**config.mk**
```make
export PLATFORM = sky130hd
export DESIGN_NAME = crc32_word
export DESIGN_NICKNAME = d
export VERILOG_FILES = /design/src/rtl/rx_crc_checker_pkg.sv /design/src/rtl/rx_crc_checker_crc32_word.sv
export SDC_FILE = /design/constraint.sdc
export NUM_CORES = 1
export LEC_CHECK = 0
export ABC_AREA = 0
export CAP_MARGIN = 20
export CORE_MARGIN = 3
export CORE_UTILIZATION = 54
export DETAILED_ROUTE_END_ITERATION = 16
export GPL_ROUTABILITY_DRIVEN = 1
export PLACE_DENSITY = 0.87
export SYNTH_ARGS = -nofsm -noshare
export SYNTH_HDL_FRONTEND = slang
export SYNTH_SLANG_ARGS = --single-unit
```
**constraint.sdc**
```tcl
create_clock -name vclk -period 24.9
set_input_delay 7.47 -clock vclk [all_inputs]
set_output_delay 7.47 -clock vclk [all_outputs]
set_load 0.05 [all_outputs]
```
**src/rtl/rx_crc_checker_pkg.sv**
```systemverilog
// Shared constants and types for the receive-side CRC checking stage.
package rx_crc_checker_pkg;

  localparam logic [31:0] CRC32_POLY = 32'h04C11DB7;
  localparam logic [31:0] CRC32_INIT = 32'hFFFFFFFF;

  // Bit position of the payload-length field inside the header word.
  localparam int unsigned HDR_LEN_LSB = 0;

  typedef enum logic [1:0] {
    HEADER,
    PAYLOAD,
    TRAILER
  } crc_state_e;

endpackage

```
**src/rtl/rx_crc_checker_crc32_word.sv**
```systemverilog
// One full 32-bit CRC-32/MPEG-2 update per call, data consumed MSB first.
module crc32_word
  import rx_crc_checker_pkg::*;
(
  input  logic [31:0] crc_in,
  input  logic [31:0] data,
  output logic [31:0] crc_out
);

  logic [31:0] acc;

  // Unrolled bit-serial LFSR: 32 shift steps collapse into one XOR network.
  always_comb begin
    acc = crc_in;
    for (int unsigned i = 0; i < 32; i++) begin
      if (acc[31] ^ data[5'(31 - i)]) begin
        acc = {acc[30:0], 1'b0} ^ CRC32_POLY;
      end else begin
        acc = {acc[30:0], 1'b0};
      end
    end
    crc_out = acc;
  end

endmodule

```
== After elaboration in Yosys (flattened, before gate mapping) ==
Index checks and enable logic that the tools add are counted.
Widths: inputs -> output; s select.

* Input port bits: 64
* Output and inout bits: 32
* Logic and storage cells: 96
* Register bits after elaboration: 0

* Bitwise operators: 64
* Muxes and demuxes: 32

{| class="wikitable"
|+ Operator list
! cell !! number
|-
| $mux 27 || 32
|-
| $not 14->14 || 32
|-
| $xor 1x1->1 || 32
|}

== Longest topological paths before layout ==
Gate-level depths: netlist of the first run.

* Depth in word-level cells: 64
* Mapped depth: 8
* Gate-level depth less buffers: 8

== Least setup slack after synthesis of the first run ==
No wires, ideal clock.

* Path type: in2out
* Start: input port data[31]
* End: output port crc_out[13]
* Arrival: 11412 ps
* Stages on the path: 8
* Setup slack: 6018 ps
* Data required time: 17430 ps
* Path buffers: 0
* Cells stage by stage: xnor2_2 > xnor3_2 > xnor3_4 > xor2_4 > xor3_2 > xor2_2 > xor2_1 > xor3_1

* Cells in the longest elaborated chain, start to end: 41
* Elaborated cells on any way between the ends: 79
* Those cells by class: mux: 32; bitwise: 47

{| class="wikitable"
|+ RTL lines
! element !! RTL line !! RTL
|-
| from (decl) || rx_crc_checker_crc32_word.sv:6 || <nowiki>input logic [31:0] data,</nowiki>
|-
| $xor 1x1->1 (*) || rx_crc_checker_crc32_word.sv:16 || <nowiki>if (acc[31] ^ data[5'(31 - i)]) begin</nowiki>
|-
| $mux 27 (*) || rx_crc_checker_crc32_word.sv:16 ||
|-
| $not 14->14 (no line) || n/a ||
|-
| $mux 27 || rx_crc_checker_crc32_word.sv:16 ||
|-
| $not 14->14 (no line) or $mux 27 (tied branches) || n/a ||
|-
| $mux 27 or $not 14->14 (tied branches) || n/a ||
|-
| $mux 27 || rx_crc_checker_crc32_word.sv:16 ||
|-
| $mux 27 or $not 14->14 (tied branches) || n/a ||
|-
| [... 24 more ...] || n/a ||
|-
| $mux 27 or $not 14->14 (tied branches) || n/a ||
|-
| $mux 27 || rx_crc_checker_crc32_word.sv:16 ||
|-
| $not 14->14 (no line) or $xor 1x1->1 (tied branches) || n/a ||
|-
| $mux 27 || rx_crc_checker_crc32_word.sv:16 ||
|-
| $not 14->14 (no line) || n/a ||
|-
| $mux 27 || rx_crc_checker_crc32_word.sv:16 ||
|-
| $not 14->14 (no line) || n/a ||
|-
| $mux 27 (*) (2 in series) || rx_crc_checker_crc32_word.sv:16 ||
|-
| to (decl) || rx_crc_checker_crc32_word.sv:7 || <nowiki>output logic [31:0] crc_out</nowiki>
|}

Mark *: on every way between the ends. The rest lies on a longest branch, timed or not.

== Worst setup path after layout of the first run ==
* Start: input port data[26]
* End: output port crc_out[11]

* Cells in the longest elaborated chain, start to end: 34
* Elaborated cells on any way between the ends: 61
* Those cells by class: mux: 27; bitwise: 34

{| class="wikitable"
|+ RTL lines
! element !! RTL line
|-
| $xor 1x1->1 (*) || rx_crc_checker_crc32_word.sv:16
|-
| $mux 27 (*) || rx_crc_checker_crc32_word.sv:16
|-
| $mux 27 (5 in series) || rx_crc_checker_crc32_word.sv:16
|-
| $not 14->14 (no line) || n/a
|-
| $mux 27 || rx_crc_checker_crc32_word.sv:16
|-
| $not 14->14 (no line) || n/a
|-
| $mux 27 (3 in series) || rx_crc_checker_crc32_word.sv:16
|-
| $not 14->14 (no line) || n/a
|-
| [... 11 more ...] || n/a
|-
| $not 14->14 (no line) || n/a
|-
| $mux 27 || rx_crc_checker_crc32_word.sv:16
|-
| $not 14->14 (no line) || n/a
|-
| $mux 27 (2 in series) || rx_crc_checker_crc32_word.sv:16
|-
| $not 14->14 (no line) || n/a
|-
| $mux 27 || rx_crc_checker_crc32_word.sv:16
|-
| $not 14->14 (no line) || n/a
|-
| $mux 27 (*) || rx_crc_checker_crc32_word.sv:16
|}

Marks and branches as above.

==> results of run 1 <==
[critical path, stage by stage]
cell,delay [ns]
clkdlybuf4s50_1,0.54
xor2_2,0.38
xnor3_1,0.64
xnor2_1,0.59
xnor3_1,0.63
xnor2_1,0.75
xor3_2,0.51
xnor2_1,0.19
clkdlybuf4s50_1,0.85
[cell usage in the layout (no fill, tap or decap)]
cell type,Yosys,layout
xor3_4,1,1
xnor2_1,148,148
xor2_4,2,2
xnor3_2,12,12
xnor3_4,2,2
clkdlybuf4s50_1,0,96
xor2_2,4,4
inv_1,2,2
xnor3_1,30,30
xor2_1,43,43
xor3_2,2,2
xor3_1,2,2
xnor2_4,1,1
xnor2_2,7,7
[worst paths after layout]
kind / to / slack, ns / cells after the start
worst min-delay path: crc_out[28] / 16.76 / 6
worst max-delay path: crc_out[11] / 4.87 / 9
[through the flow]
stage               instances  cell area (µm²)  setup slack [ns]  hold slack (ns)  utilization, %
CTS                       422             4129             4.953            16.77           77.87
finish                    422             4129             4.875            16.76           77.87
global route              422             4129             4.766            16.84           77.87
detailed placement        422             4129             4.956            16.77           77.87
floorplan                 256             3080             6.018            15.68               -
global placement          422             4129             5.056            16.74           77.87
[cells in the mapped netlist]
cell type,n,share of area (%)
xnor2_1,148,42
xor2_2,4,2.1
xor3_4,1,0.89
xnor3_2,12,9.3
xor2_1,43,12
xor3_2,2,1.6
xnor2_4,1,0.89
xor3_1,2,1.5
xor2_4,2,1.8
xnor3_4,2,1.7
xnor2_2,7,3.7
xnor3_1,30,22
inv_1,2,0.24
[metal layers]
layer	GRT usage [%]	up-vias
li1	-	1006
met5	0	-
met4	2.027	0
met3	2.412	6
met1	34.03	1009
met2	44.30	83
[area by class of cell]
| class | count | area [µm²] |
|---|---|---|
| multi-input cells | 254 | 3073 |
| repair buffers | 96 | 960.9 |
| inverters | 2 | 7.507 |
| fillers | 375 | 1174 |
| well taps | 70 | 87.58 |
[logic make-up (layout without fill, tap and decap cells)]
logic type             Yosys count  count (layout)  synth area share, %
buffers and inverters            2              98               0.2438
XOR/XNOR                       254             254                99.76
==> impl_metrics.ini, run 1 <==
[critical_path]
startpoint_type = input pin
critPathRequiredTime_ns = 17.43
cp.arrival_ns = 12.56
cp_max_fo = 6
end_kind = output pin
startpoint = data[26]
critPathKind = in2out

[cells_and_area]
syn_to_final_growth_pct = 34.04
nClkBuffers = 0
nFlopsAndLatches = 0
seqCellArea_um2 = 0
final_nets = 418
drive_above_1_share_pct = 8.807
antenna-diode-count = 0

[sta]
fin_crit_sh_pct = 80.42
hold_viol = 0
max_freq_ghz = 0.04994
setup_viol = 0
rsz0062_at_grt = false
relSlewSlack_pct = 35.37
final_max_slew_viol_count = 0
worst_pin_slew_ns = 0.9625
layout_min_cycle_time_ns = 20.03
tns_ns = 0

[global_route]
grt_pass1_vias = 2345
grt_use_total_pct = 24.88
grt_max_degree = 9
overflow = 0
grt_pass1_wl_um = 12320
antenna_found_initial = 0

[logic_synthesis]
syn_nets = 320
synth_cells = 256
ys_seq_area_share_pct = 0
ys_warn_count = 0
synth_cell_types = 13
synthesis.area_um2 = 3080
synth_area_per_cell_um2 = 12.03

[route]
drtPass1Iterations = 4
wl_met3_um = 640
wl_met2_um = 3862
drc = 0
highest-signal-layer = met4
vias = 2104
dr.first_iter.drc_count = 143
viasPerCell = 4.986
met1_length_um = 3351
wire_per_inst_um = 18.70
detail-route-antenna-nets = 0
wl_um = 7891

[hold_path]
min_from = data[12]
min_path_type = in2out

[outcome]
run_status = finished, final reports clean

[clock_network]
cts_post_setup_buffers_inserted = 0
cts_resized = 0
holdBufCountCts = 0

[floorplan]
coreArea_um2 = 5303
die_w_um = 81.53
std_cell_rows = 26
start_util_pct = 58.09
dieArea_um2 = 6647
ioPinCount = 96
die_h_um = 81.53

[placement]
dp_hpwl_um = 6887
gp_congestion = 0.9329
port_buffers = 96

[job]
cap_violations = 0
Power of run 1 is not shown: default switching activity piles up to over one toggle a cycle in this logic, so the estimate is an artifact.
==> inputs of run 2 (changes only) <==
--- a/config.mk
+++ b/config.mk
@@ -8,10 +8,10 @@
 export ABC_AREA = 0
 export CAP_MARGIN = 20
 export CORE_MARGIN = 3
-export CORE_UTILIZATION = 54
+export CORE_UTILIZATION = 45
 export DETAILED_ROUTE_END_ITERATION = 16
 export GPL_ROUTABILITY_DRIVEN = 1
-export PLACE_DENSITY = 0.87
+export PLACE_DENSITY = 0.77
 export SYNTH_ARGS = -nofsm -noshare
 export SYNTH_HDL_FRONTEND = slang
 export SYNTH_SLANG_ARGS = --single-unit
==> constraint.sdc (replaced) <==
create_clock -name vclk -period 17.5
set_input_delay 5.25 -clock vclk [all_inputs]
set_output_delay 5.25 -clock vclk [all_outputs]
set_load 0.05 [all_outputs]
==> impl_metrics.ini, run 2 (same netlist as run 1, synthesis figures left out) <==
[clock_network]
holdBufCountCts = 0
cts_resized = 0
cts_post_setup_buffers_inserted = 0

[critical_path]
end_kind = output pin
startpoint_type = input pin
critPathRequiredTime_ns = 12.25
critPathKind = in2out
cp.arrival_ns = 10.11
cp_max_fo = 8

[route]
wl_um = 7495
wl_met3_um = 422
highest-signal-layer = met4
vias = 2085
wire_per_inst_um = 17.43
viasPerCell = 4.849
dr.first_iter.drc_count = 95
wl_met2_um = 3531
detail-route-antenna-nets = 0
drtPass1Iterations = 4
drc = 0
met1_length_um = 3484

[global_route]
grt_pass1_wl_um = 11650
antenna_found_initial = 0
grt_use_total_pct = 19.38
grt_max_degree = 9
overflow = 0
grt_pass1_vias = 2172

[cells_and_area]
nClkBuffers = 0
layout_commonest_cell = xnor2_1
syn_to_final_growth_pct = 34.57
nFlopsAndLatches = 0
antenna-diode-count = 0
seqCellArea_um2 = 0
drive_above_1_share_pct = 9.065
final_nets = 419
nFillCells = 514
mostFrequentLayoutCells = xnor2_1, clkdlybuf4s50_1, xor2_1, xnor3_1, xnor3_2

[sta]
worst_pin_slew_ns = 0.8531
relSlewSlack_pct = 42.72
hold_viol = 0
final_max_slew_viol_count = 0
max_freq_ghz = 0.06511
setup_viol = 0
rsz0062_at_grt = false
fin_crit_sh_pct = 87.77
layout_min_cycle_time_ns = 15.36
tns_ns = 0

[outcome]
run_status = finished, final reports clean

[floorplan]
std_cell_rows = 29
start_util_pct = 47.43
die_w_um = 88.74
coreArea_um2 = 6495
ioPinCount = 96
dieArea_um2 = 7874
die_h_um = 88.74

[hold_path]
hold_end = crc_out[26]
min_from = data[4]
min_path_type = in2out
min_path_cells = 7

[placement]
gp_congestion = 0.9011
port_buffers = 96
dp_hpwl_um = 6601

[job]
cap_violations = 0
-- run 2: worst max-delay path: stages --
cell             delay, ns
clkdlybuf4s50_1       0.56
xor2_4                0.38
xnor3_2               0.62
xnor3_2               0.55
xnor3_2               0.50
xnor3_2               0.51
xnor3_2               0.45
xor3_2                0.28
xnor2_1               0.17
clkdlybuf4s50_1       0.82
-- run 2: metal layers --
metal,GRT usage (%),vias up
met5,0,-
met4,1.374,0
met3,0.8380,4
met2,33.33,70
met1,28.26,999
li1,-,1012
-- run 2: cell type report --
class / instances / area [µm²] / area share (%)
well taps: 77 / 96.34 / 2.324
inverters: 2 / 7.507 / 0.1811
repair buffers: 97 / 968.4 / 23.36
multi-input cells: 254 / 3073 / 74.13
-- run 2: worst max path at each step --
stage	start	end	slack [ns]	depth (start not counted)
final	data[29]	crc_out[8]	2.14	10
after global routing	data[26]	crc_out[8]	1.91	9
after CTS	data[29]	crc_out[8]	2.12	10
after detailed placement	data[29]	crc_out[8]	2.11	10
after global placement	data[29]	crc_out[8]	2.16	10
after floorplan	data[31]	crc_out[13]	3.06	8
-- run 2: stage by stage --
step | cell area [µm²] | setup WS (ns) | std cells | hold slack, ns | util [%]
global route | 4145 | 1.914 | 430 | 12.39 | 63.82
finish | 4145 | 2.141 | 430 | 12.33 | 63.82
floorplan | 3080 | 3.058 | 256 | 11.24 | -
global placement | 4145 | 2.164 | 430 | 12.31 | 63.82
CTS | 4145 | 2.121 | 430 | 12.35 | 63.82
detailed placement | 4145 | 2.111 | 430 | 12.33 | 63.82
Power of run 2 is left out for the same reason.
